==> src/rtl/pkt_accum_params_if.sv <==
// Stream handshake bundle for pkt_accum_params: input beats with valid/ready,
// and a result channel with valid/ready plus the decoded packet fields.
interface pkt_accum_params_if #(
    parameter int DATA_W = 8,
    parameter int RES_W  = 16,
    parameter int CNT_W  = 3
);
    logic              i_valid;
    logic [DATA_W-1:0] i_data;
    logic              o_ready;
    logic              o_valid;
    logic              i_ready;
    logic [RES_W-1:0]  o_result;
    logic [3:0]        o_header;
    logic [1:0]        o_type;
    logic [CNT_W-1:0]  o_count;

    modport slave (
        input  i_valid, i_data, i_ready,
        output o_ready, o_valid, o_result, o_header, o_type, o_count
    );

    modport master (
        output i_valid, i_data, i_ready,
        input  o_ready, o_valid, o_result, o_header, o_type, o_count
    );
endinterface

==> src/rtl/pkt_accum_params.sv <==
// Packet accumulator: header beat + 1..4 payload beats in, P_INT + payload sum out.
// Define PKT_ACCUM_SATURATE_EN to clamp an overflowing sum instead of wrapping.
module pkt_accum_params #(
    parameter int P_INT  = 10,
    parameter int DATA_W = 8,
    parameter int DEPTH  = 4,
    parameter int RES_W  = 16
) (
    input logic               i_clk,
    input logic               i_rst,
    pkt_accum_params_if.slave bus
);
    localparam int CNT_W = $clog2(DEPTH) + 1;
    localparam int IDX_W = $clog2(DEPTH);
    // Headroom for P_INT plus four full-scale beats before any wrap or clamp.
    localparam int SUM_W = RES_W + 3;

    typedef enum logic [1:0] {S_IDLE, S_PAYLOAD, S_DONE} state_t;

    typedef struct packed {
        logic [3:0] header;
        logic [1:0] pkt_type;
    } hdr_t;

    state_t             state_q, state_d;
    hdr_t               hdr_q, hdr_d;
    logic [CNT_W-1:0]   idx_q, idx_d;
    logic [CNT_W-1:0]   len_q, len_d;
    logic [DATA_W-1:0]  buf_q [DEPTH];
    logic [DATA_W-1:0]  buf_d [DEPTH];
    logic [SUM_W-1:0]   sum_w;
    logic               ready_d, valid_d;
    logic [RES_W-1:0]   result_d;
    logic [3:0]         header_d;
    logic [1:0]         type_d;
    logic [CNT_W-1:0]   count_d;
    logic               accept;

    assign accept = bus.i_valid && bus.o_ready;

    always_comb begin
        // NOTE: every signal written here gets a default first, so no path can infer a latch.
        state_d  = state_q;
        hdr_d    = hdr_q;
        idx_d    = idx_q;
        len_d    = len_q;
        buf_d    = buf_q;
        sum_w    = '0;
        ready_d  = bus.o_ready;
        valid_d  = bus.o_valid;
        result_d = bus.o_result;
        header_d = bus.o_header;
        type_d   = bus.o_type;
        count_d  = bus.o_count;

        case (state_q)
            S_IDLE: begin
                ready_d = 1'b1;
                if (accept) begin
                    hdr_d   = hdr_t'(bus.i_data[DATA_W-1 -: 6]);
                    len_d   = CNT_W'(bus.i_data[DATA_W-5 -: 2]) + CNT_W'(1);
                    idx_d   = '0;
                    state_d = S_PAYLOAD;
                end
            end
            S_PAYLOAD: begin
                ready_d = 1'b1;
                if (accept) begin
                    buf_d[idx_q[IDX_W-1:0]] = bus.i_data;
                    idx_d = idx_q + CNT_W'(1);
                    if (idx_q == len_q - CNT_W'(1)) begin
                        // Sum uses the buffer including the beat landing this cycle.
                        sum_w = SUM_W'(P_INT);
                        for (int i = 0; i < DEPTH; i++) begin
                            if (i < int'(len_q)) sum_w = sum_w + SUM_W'(buf_d[i]);
                        end
`ifdef PKT_ACCUM_SATURATE_EN
                        result_d = (|sum_w[SUM_W-1:RES_W]) ? {RES_W{1'b1}} : sum_w[RES_W-1:0];
`else
                        result_d = sum_w[RES_W-1:0];
`endif
                        header_d = hdr_q.header;
                        type_d   = hdr_q.pkt_type;
                        count_d  = len_q;
                        ready_d  = 1'b0;
                        valid_d  = 1'b1;
                        state_d  = S_DONE;
                    end
                end
            end
            S_DONE: begin
                if (bus.i_ready) begin
                    ready_d = 1'b1;
                    valid_d = 1'b0;
                    state_d = S_IDLE;
                end
            end
            default: state_d = S_IDLE;
        endcase
    end

    // NOTE: sequential state uses non-blocking assignments so every register samples pre-edge values.
    always_ff @(posedge i_clk) begin
        if (i_rst) begin
            state_q      <= S_IDLE;
            hdr_q        <= '0;
            idx_q        <= '0;
            len_q        <= '0;
            // NOTE: the payload buffer is cleared on reset so no stale beats survive a dropped packet.
            buf_q        <= '{default: '0};
            bus.o_ready  <= 1'b0;
            bus.o_valid  <= 1'b0;
            bus.o_result <= '0;
            bus.o_header <= '0;
            bus.o_type   <= '0;
            bus.o_count  <= '0;
        end else begin
            state_q      <= state_d;
            hdr_q        <= hdr_d;
            idx_q        <= idx_d;
            len_q        <= len_d;
            buf_q        <= buf_d;
            bus.o_ready  <= ready_d;
            bus.o_valid  <= valid_d;
            bus.o_result <= result_d;
            bus.o_header <= header_d;
            bus.o_type   <= type_d;
            bus.o_count  <= count_d;
        end
    end
endmodule

==> src/flat_wrapper.sv <==
// flat-port wrapper written by rule: the top's interface ports become plain ports
module pkt_accum_params_flat 
#(
    parameter int P_INT  = 10,
    parameter int DATA_W = 8,
    parameter int DEPTH  = 4,
    parameter int RES_W  = 16
)
  (i_clk, i_rst, bus_i_valid, bus_i_data, bus_i_ready, bus_o_ready, bus_o_valid, bus_o_result, bus_o_header, bus_o_type, bus_o_count);
  pkt_accum_params_if #(.DATA_W(DATA_W), .RES_W(RES_W)) bus_i ();
  input logic i_clk;
  input logic i_rst;
  input wire logic [$bits(bus_i.i_valid)-1:0] bus_i_valid;
  input wire logic [$bits(bus_i.i_data)-1:0] bus_i_data;
  input wire logic [$bits(bus_i.i_ready)-1:0] bus_i_ready;
  output wire logic [$bits(bus_i.o_ready)-1:0] bus_o_ready;
  output wire logic [$bits(bus_i.o_valid)-1:0] bus_o_valid;
  output wire logic [$bits(bus_i.o_result)-1:0] bus_o_result;
  output wire logic [$bits(bus_i.o_header)-1:0] bus_o_header;
  output wire logic [$bits(bus_i.o_type)-1:0] bus_o_type;
  output wire logic [$bits(bus_i.o_count)-1:0] bus_o_count;
  assign bus_i.i_valid = bus_i_valid;
  assign bus_i.i_data = bus_i_data;
  assign bus_i.i_ready = bus_i_ready;
  assign bus_o_ready = bus_i.o_ready;
  assign bus_o_valid = bus_i.o_valid;
  assign bus_o_result = bus_i.o_result;
  assign bus_o_header = bus_i.o_header;
  assign bus_o_type = bus_i.o_type;
  assign bus_o_count = bus_i.o_count;
  pkt_accum_params #(.P_INT(P_INT), .DATA_W(DATA_W), .DEPTH(DEPTH), .RES_W(RES_W)) u_core (.i_clk(i_clk), .i_rst(i_rst), .bus(bus_i));
endmodule
==> config.mk <==
export PLATFORM = sky130hd
export DESIGN_NAME = pkt_accum_params_flat
export DESIGN_NICKNAME = d
export VERILOG_FILES = /design/src/rtl/pkt_accum_params_if.sv /design/src/rtl/pkt_accum_params.sv /design/src/flat_wrapper.sv
export SDC_FILE = /design/constraint.sdc
export NUM_CORES = 1
export LEC_CHECK = 0
export ABC_AREA = 0
export BUFFER_PORTS_ARGS = -buffer_cell sky130_fd_sc_hd__buf_2
export CAP_MARGIN = 30
export CORE_MARGIN = 10
export CORE_UTILIZATION = 35
export CTS_BUF_LIST = sky130_fd_sc_hd__clkbuf_8
export DETAILED_ROUTE_END_ITERATION = 10
export GPL_TIMING_DRIVEN = 0
export MAX_ROUTING_LAYER = met4
export RECOVER_POWER = 100
export SETUP_SLACK_MARGIN = 0.15
export SLEW_MARGIN = 20
export SYNTH_ARGS = -nofsm -noshare
export SYNTH_HDL_FRONTEND = slang
export SYNTH_SLANG_ARGS = --single-unit
==> constraint.sdc <==
create_clock -name i_clk -period 5.75 [get_ports i_clk]
set_input_delay 1.15 -clock i_clk [delete_from_list [all_inputs] [get_ports i_clk]]
set_output_delay 1.15 -clock i_clk [all_outputs]
set_load 0.01 [all_outputs]
=== Word level (Yosys, flattened, before mapping) ===
Index checks and enable logic that the tools add are counted.

* Register bits after elaboration: 73
* Latch bits: 0
* RAM bits: 0
* Memory bits (read-only): 0
* Bits of input ports: 12
* Logic and storage cells: 81
* Memories kept: 0

* $add $sub $neg: 7
* Multipliers: 0
* Divide/modulo/power cells: 0
* $lt $le $gt $ge: 6
* Eq/ne operators: 7
* Shifts and indexed selects: 0
* Mux-type cells: 32
* Bitwise logic cells: 1
* Reductions and logical operators: 13

{| class="wikitable"
|+ Operator list
! cell !! number
|-
| $mux W16 || 12
|-
| $add A16 B8 Y16 || 3
|-
| $bwmux W32 || 1
|-
| $demux W8 S2 || 1
|-
| $add A4 B8 Y9 const A || 1
|-
| $mux W9 || 1
|-
| $mux W2 || 4
|-
| $mux W8 || 1
|-
| $reduce_and A4 Y1 || 2
|-
| $lt A1 B3 Y1 const A || 2
|-
| $lt A2 B3 Y1 const A || 2
|-
| $mux W1 || 6
|-
| $mux W3 || 2
|-
| $ne A2 B1 Y1 const B || 3
|-
| $pmux W2 S3 || 1
|-
| $pmux W3 S2 || 1
|-
| $reduce_and A2 Y1 || 3
|-
| $reduce_and A3 Y1 || 2
|-
| $reduce_bool A2 Y1 || 2
|-
| $add A2 B1 Y3 const B || 1
|-
| $add A3 B1 Y3 const B || 1
|-
| $eq A3 B3 Y1 || 1
|-
| $ge A3 B3 Y1 const B || 1
|-
| $lt A3 B1 Y1 const B || 1
|-
| 10 further kinds || 11
|}

=== Depth between registers and ports, before layout ===
* Depth in word-level cells: 23
* Depth in mapped cells: 27

=== Worst setup path after synthesis ===
No wires, ideal clock.

* Path type: input to register
* From: input port bus_i_data[1]
* To: register u_core.bus.o_result[9]
* Library setup time: 0.079 ns
* Data arrival time: 5.150 ns
* Path slack: 0.521 ns
* Stages: 23
* Path buffers: 0
* Cell sequence: mux2i_2 -> or3_1 -> nand2_1 -> or2_2 -> ha_1 -> o21ai_0 -> nor2_1 -> o21a_1 -> nor2_1 -> xnor2_1 -> mux2_2 -> ha_1 -> o21ai_0 -> nand2b_1 -> a31oi_1 -> xor2_1 -> o21ai_0 -> ha_1 -> nor2b_1 -> a311o_1 -> nand3_2 -> xnor2_1 -> a211oi_2

* Cells in the longest elaborated chain, start to end: 18

{| class="wikitable"
|+ RTL lines
! item !! line !! source
|-
| from (decl) || flat_wrapper.sv:14 || <nowiki>input wire logic [$bits(bus_i.i_data)-1:0] bus_i_data;</nowiki>
|-
| $bwmux W32 * || pkt_accum_params.sv:69 || <nowiki>buf_d[idx_q[IDX_W-1:0]] = bus.i_data;</nowiki>
|-
| $add A4 B8 Y9 || pkt_accum_params.sv:75 || <nowiki>if (i < int'(len_q)) sum_w = sum_w + SUM_W'(buf_d[i]);</nowiki>
|-
| $mux W9 || pkt_accum_params.sv:75 ||
|-
| $mux W16 || pkt_accum_params.sv:71 || <nowiki>if (idx_q == len_q - CNT_W'(1)) begin</nowiki>
|-
| $mux W16 || pkt_accum_params.sv:68 || <nowiki>if (accept) begin</nowiki>
|-
| $mux W16 || pkt_accum_params.sv:56 || <nowiki>case (state_q)</nowiki>
|-
| $add A16 B8 Y16 || pkt_accum_params.sv:75 ||
|-
| $mux W16 || pkt_accum_params.sv:75 ||
|-
| [2 not listed] || -- ||
|-
| $mux W16 || pkt_accum_params.sv:56 ||
|-
| $add A16 B8 Y16 || pkt_accum_params.sv:75 ||
|-
| $mux W16 || pkt_accum_params.sv:75 ||
|-
| $mux W16 || pkt_accum_params.sv:71 ||
|-
| $mux W16 || pkt_accum_params.sv:68 ||
|-
| $mux W16 || pkt_accum_params.sv:56 ||
|-
| $add A16 B8 Y16 || pkt_accum_params.sv:75 ||
|-
| $mux W16 * || pkt_accum_params.sv:75 ||
|-
| to (signal assigned) || pkt_accum_params.sv:125 || <nowiki>bus.o_result <= result_d;</nowiki>
|-
| to (decl) || pkt_accum_params_if.sv:20 || <nowiki>output o_ready, o_valid, o_result, o_header, o_type, o_count</nowiki>
|}

Every way passes the cells marked *; elsewhere a longest branch is shown, timed or not. The select of a mux whose other input is x is not followed.
A chain may end at the register's enable or synchronous reset.

=== Worst setup path in the final report ===
* From: input port bus_i_data[3]
* To: register u_core.bus.o_result[9]

The elaborated chain is that of the path after synthesis.

==> results.tsv <==
stage	metric	value	unit
setup_path	reg2reg start	u_core.idx_q[0]	
sta	max-slew violations	0	
synth	Post-Synth Simple-Gate Area	17.4	%
synth	compound-gate portion of the synthesized area	19.5	%
setup_path	r2r setup slk	430	ps
power	Pleak	2.15	nW
setup_path	CP startpoint	bus_i_data[3]	
global_route	gr usage total	15.1	%
die	Die Wd	137	µm
placement	placed insts	762	
clocking	hold-fix buffers at CTS	0	
routing	DR vias/cell	5.33	
setup_path	Critical Path Start Type	input port	
placement	PortBufs	33	
synth	Post-synth EDFFs	0	
global_route	antenna violations before repair	0	
synth	Main synth FF type	dfxtp_1	
sta	Worst Tran Pin Value	984	ps
routing	ANT nets after route	0	
die	std cell rows	42	
sta	Slew HR	34.1	%
synth	largest family of logic cells by synthesized area	compound AO/OA/AOI/OAI gates	
routing	final wirelength	13800	µm
setup_path	crit end category	register	
die	Die H	137	µm
power	Seq pwr share	43.5	%
sta	final period utilization	93.5	%
global_route	global-route wire length before repair	21400	µm
routing	Via Count	4216	
setup_path	worst-path fanout max	6	
setup_path	CP required	6050	ps
power	Comb power frac	18.0	%
routing	initial DRC count	245	
power	P_sw	0.000345	W
power	Cell Pwr Density	204	nW/µm²
sta	final hold viol count	0	
final_layout	Cell Count, Final, Fillers Out	791	
sta	RSZ-0062 raised after global routing	false	
power	clock share of power	38.5	%
sta	crit path time final	5380	ps
routing	Detailed Routing Iterations Pass 1	5	
setup_path	Setup CP Type	in2reg	
synth	Post-Synthesis Cells	550	
die	# IOs	39	
synth	most frequent cell after synthesis	nor2_1	
synth	sequential area share after synthesis	29.1	%
synth	Post-Synth Adder-Cell Area	10.2	%
clocking	CTS root buf	clkbuf_8	
clocking	clk_lat worst skew	380	ps
power	VDD IR max	82.7	µV
clocking	CTS clk-pin slew, worst paths	80	ps
final_layout	layout cells sized above 1	18.5	%
final_layout	synth-to-layout area growth	16.1	%
synth	top cells by area, synth	dfxtp_1, ha_1, mux2i_1	
global_route	pin count of the biggest net entering global routing	14	
synth	post-synthesis mux area share	15.4	%
synth	most area-hungry cell type in the Yosys netlist	dfxtp_1	
clocking	clock sinks	69	
job	Max-Cap Viols	0	
synth	Synth Warn #	0	
run_status	outcome	finished clean	
power	Int Power	0.000779	W
routing	detailed-route wire length per cell	17.5	µm
synth	Synth async-reset ratio	0	%
clocking	CTS tree	yes	
sta	Min Hold Slack	459	ps
sta	Clock Skew	13.6	ps
setup_path	critical path arrival	5670	ps
die	total die area	18600	µm²
die	Core Area	13300	µm²
final_layout	Final Net Count	659	
clocking	clk buf depth	2	
die	Initial Utilization	35.8	%
synth	Avg Inst Size Synth	8.64	µm²
setup_path	Largest stage delay, worst path	350	ps
setup_path	CP Cell Sequence	buf_2 -> mux2i_4 -> or3_1 -> nand2_1 -> or2_2 -> ha_1 -> o21ai_0 -> nor2_1 -> o21a_1 -> nor2_1 -> xnor2_1 -> mux2_2 -> ha_1 -> o21ai_0 -> nand2b_1 -> a31oi_1 -> xor2_1 -> o21ai_0 -> ha_1 -> nor2b_1 -> a311o_1 -> nand3_2 -> xnor2_1 -> a211oi_2	
placement	Final HPWL DP	10100	µm
synth	Synth top area share	29.1	%
synth	post-synthesis cell type count	67	
synth	xor/xnor cell area share of the yosys netlist	4.18	%
global_route	vias in the first global route	4111	
synth	flops & latches, synth	69	
synth	post-synthesis cell area	4750	µm²
sta	Fmax	186	MHz
power	Sw Ratio	30.7	%
routing	DRC viols	0	
synth	top post-synthesis cells by count	nor2_1, dfxtp_1, nand2_1	
global_route	Congestion Overflow GR	0	
clocking	# H-tree levels	3	
min_path	worst hold path type	reg2reg	
sta	Final setup viols	0	
final_layout	count of inserted antenna diode cells	0	
placement	final weighted congestion in routability-driven placement	0.940	
min_path	hold path startpoint	u_core.bus.o_header[1]	
setup_path	slowest CP cell	ha_1	
clocking	Num CTS Buffers	9	
## critical path: cells and delay by family
kind / cells / cell delay [ps]
AOI/OAI and AO/OA: 7 / 1250
muxes: 2 / 530
buffers and inverters: 1 / 190
xor gates and xnor gates: 3 / 440
and+or+nand+nor: 8 / 1080
adders and majority gates: 3 / 1010
## cell usage in the layout, fill, tap and decap left out, types with 7 or more instances in the layout
cell type,synthesis,layout
clkbuf_8,0,10
nand2_1,42,42
a211oi_2,2,7
buf_2,8,12
ha_1,34,32
nor3_1,10,10
buf_4,4,17
o21a_1,10,10
o21ai_0,26,23
nor2_1,75,76
inv_1,13,11
nand3_1,7,7
a21oi_1,39,37
mux2_2,26,26
nor2b_1,7,7
xnor2_1,16,16
clkbuf_1,20,47
dfxtp_1,69,68
mux2i_1,37,36
a211oi_1,20,15
## kinds of logic (layout without fill, tap and decap cells)
logic type                 count (synthesis)  in the layout
and+or+nand+nor                          173            173
AOI/OAI and AO/OA                        135            135
DFF                                       69             69
muxes                                     68             68
buffers and inverters                     46            108
adders and majority gates                 37             37
xor gates and xnor gates                  21             21
other                                      1              4
## metrics by stage
stage          setup WS, ps  area (µm²)  utilization (%)  TNS (ps)  total power [W]
2_1_floorplan           521        4770                -         0         0.000632
3_3_place_gp           -265        5150             38.7     -1040         0.000678
6_report                371        5520             41.5         0          0.00112
4_1_cts                 187        5390             40.6         0          0.00112
5_1_grt                26.6        5520             41.5         0          0.00117
3_5_place_dp           -328        5150             38.7     -1290         0.000682
## layer usage
| metal | part of all wire, % | vias up | global-route usage, % |
|---|---|---|---|
| met3 | 5.4 | 12 | 3.78 |
| met1 | 47 | 2030 | 18.5 |
| li1 | - | 2068 | - |
| met2 | 47 | 106 | 23.9 |
| met4 | 1.3 | 0 | 4.62 |
| met5 | 0 | - | - |
## power by group through the flow
stage               clock network (W)  registers (W)  logic (W)
floorplan                           0       0.000498   0.000134
global placement                    0       0.000499   0.000178
detailed placement                  0       0.000500   0.000183
CTS                          0.000442       0.000488   0.000186
global route                 0.000462       0.000489   0.000221
finish                       0.000433       0.000489   0.000203
## timing repair
| action | 4_1_cts | 5_1_grt |
|---|---|---|
| pin swaps | 0 | 8 |
| gates resized for setup | 5 | 27 |
| setup endpoints to repair | 4 | 6 |
| setup buffers | 0 | 13 |
## worst paths after layout
kind / cells after the start / to
setup / recovery: 24 / u_core.bus.o_result[9]
hold / removal: 2 / u_core.bus.o_header[1]
setup reg to reg: 26 / u_core.bus.o_result[9]
hold reg to reg: 2 / u_core.bus.o_header[1]
## state kept, by name, indices dropped and copies added, names as in the netlist
signal,flops
u_core.buf_q,32
u_core.bus.o_result,12
u_core.bus.o_type,2
u_core.bus.o_count,3
u_core.state_q,2
u_core.len_q,3
u_core.hdr_q,6
u_core.bus.o_valid,1
u_core.bus.o_ready,1
u_core.bus.o_header,4
u_core.idx_q,3
## cell type report
class	instances	area (µm²)
clock buffers	10	138
flip-flops and latches	69	1380
multi-input cells	438	3270
plain buffers	33	149
well taps	176	220
repair buffers	46	235
inverters	13	48.8
clock inverters	6	71.3
fillers	1355	7780
No activity file was read; power rests on OpenSTA's default activity.
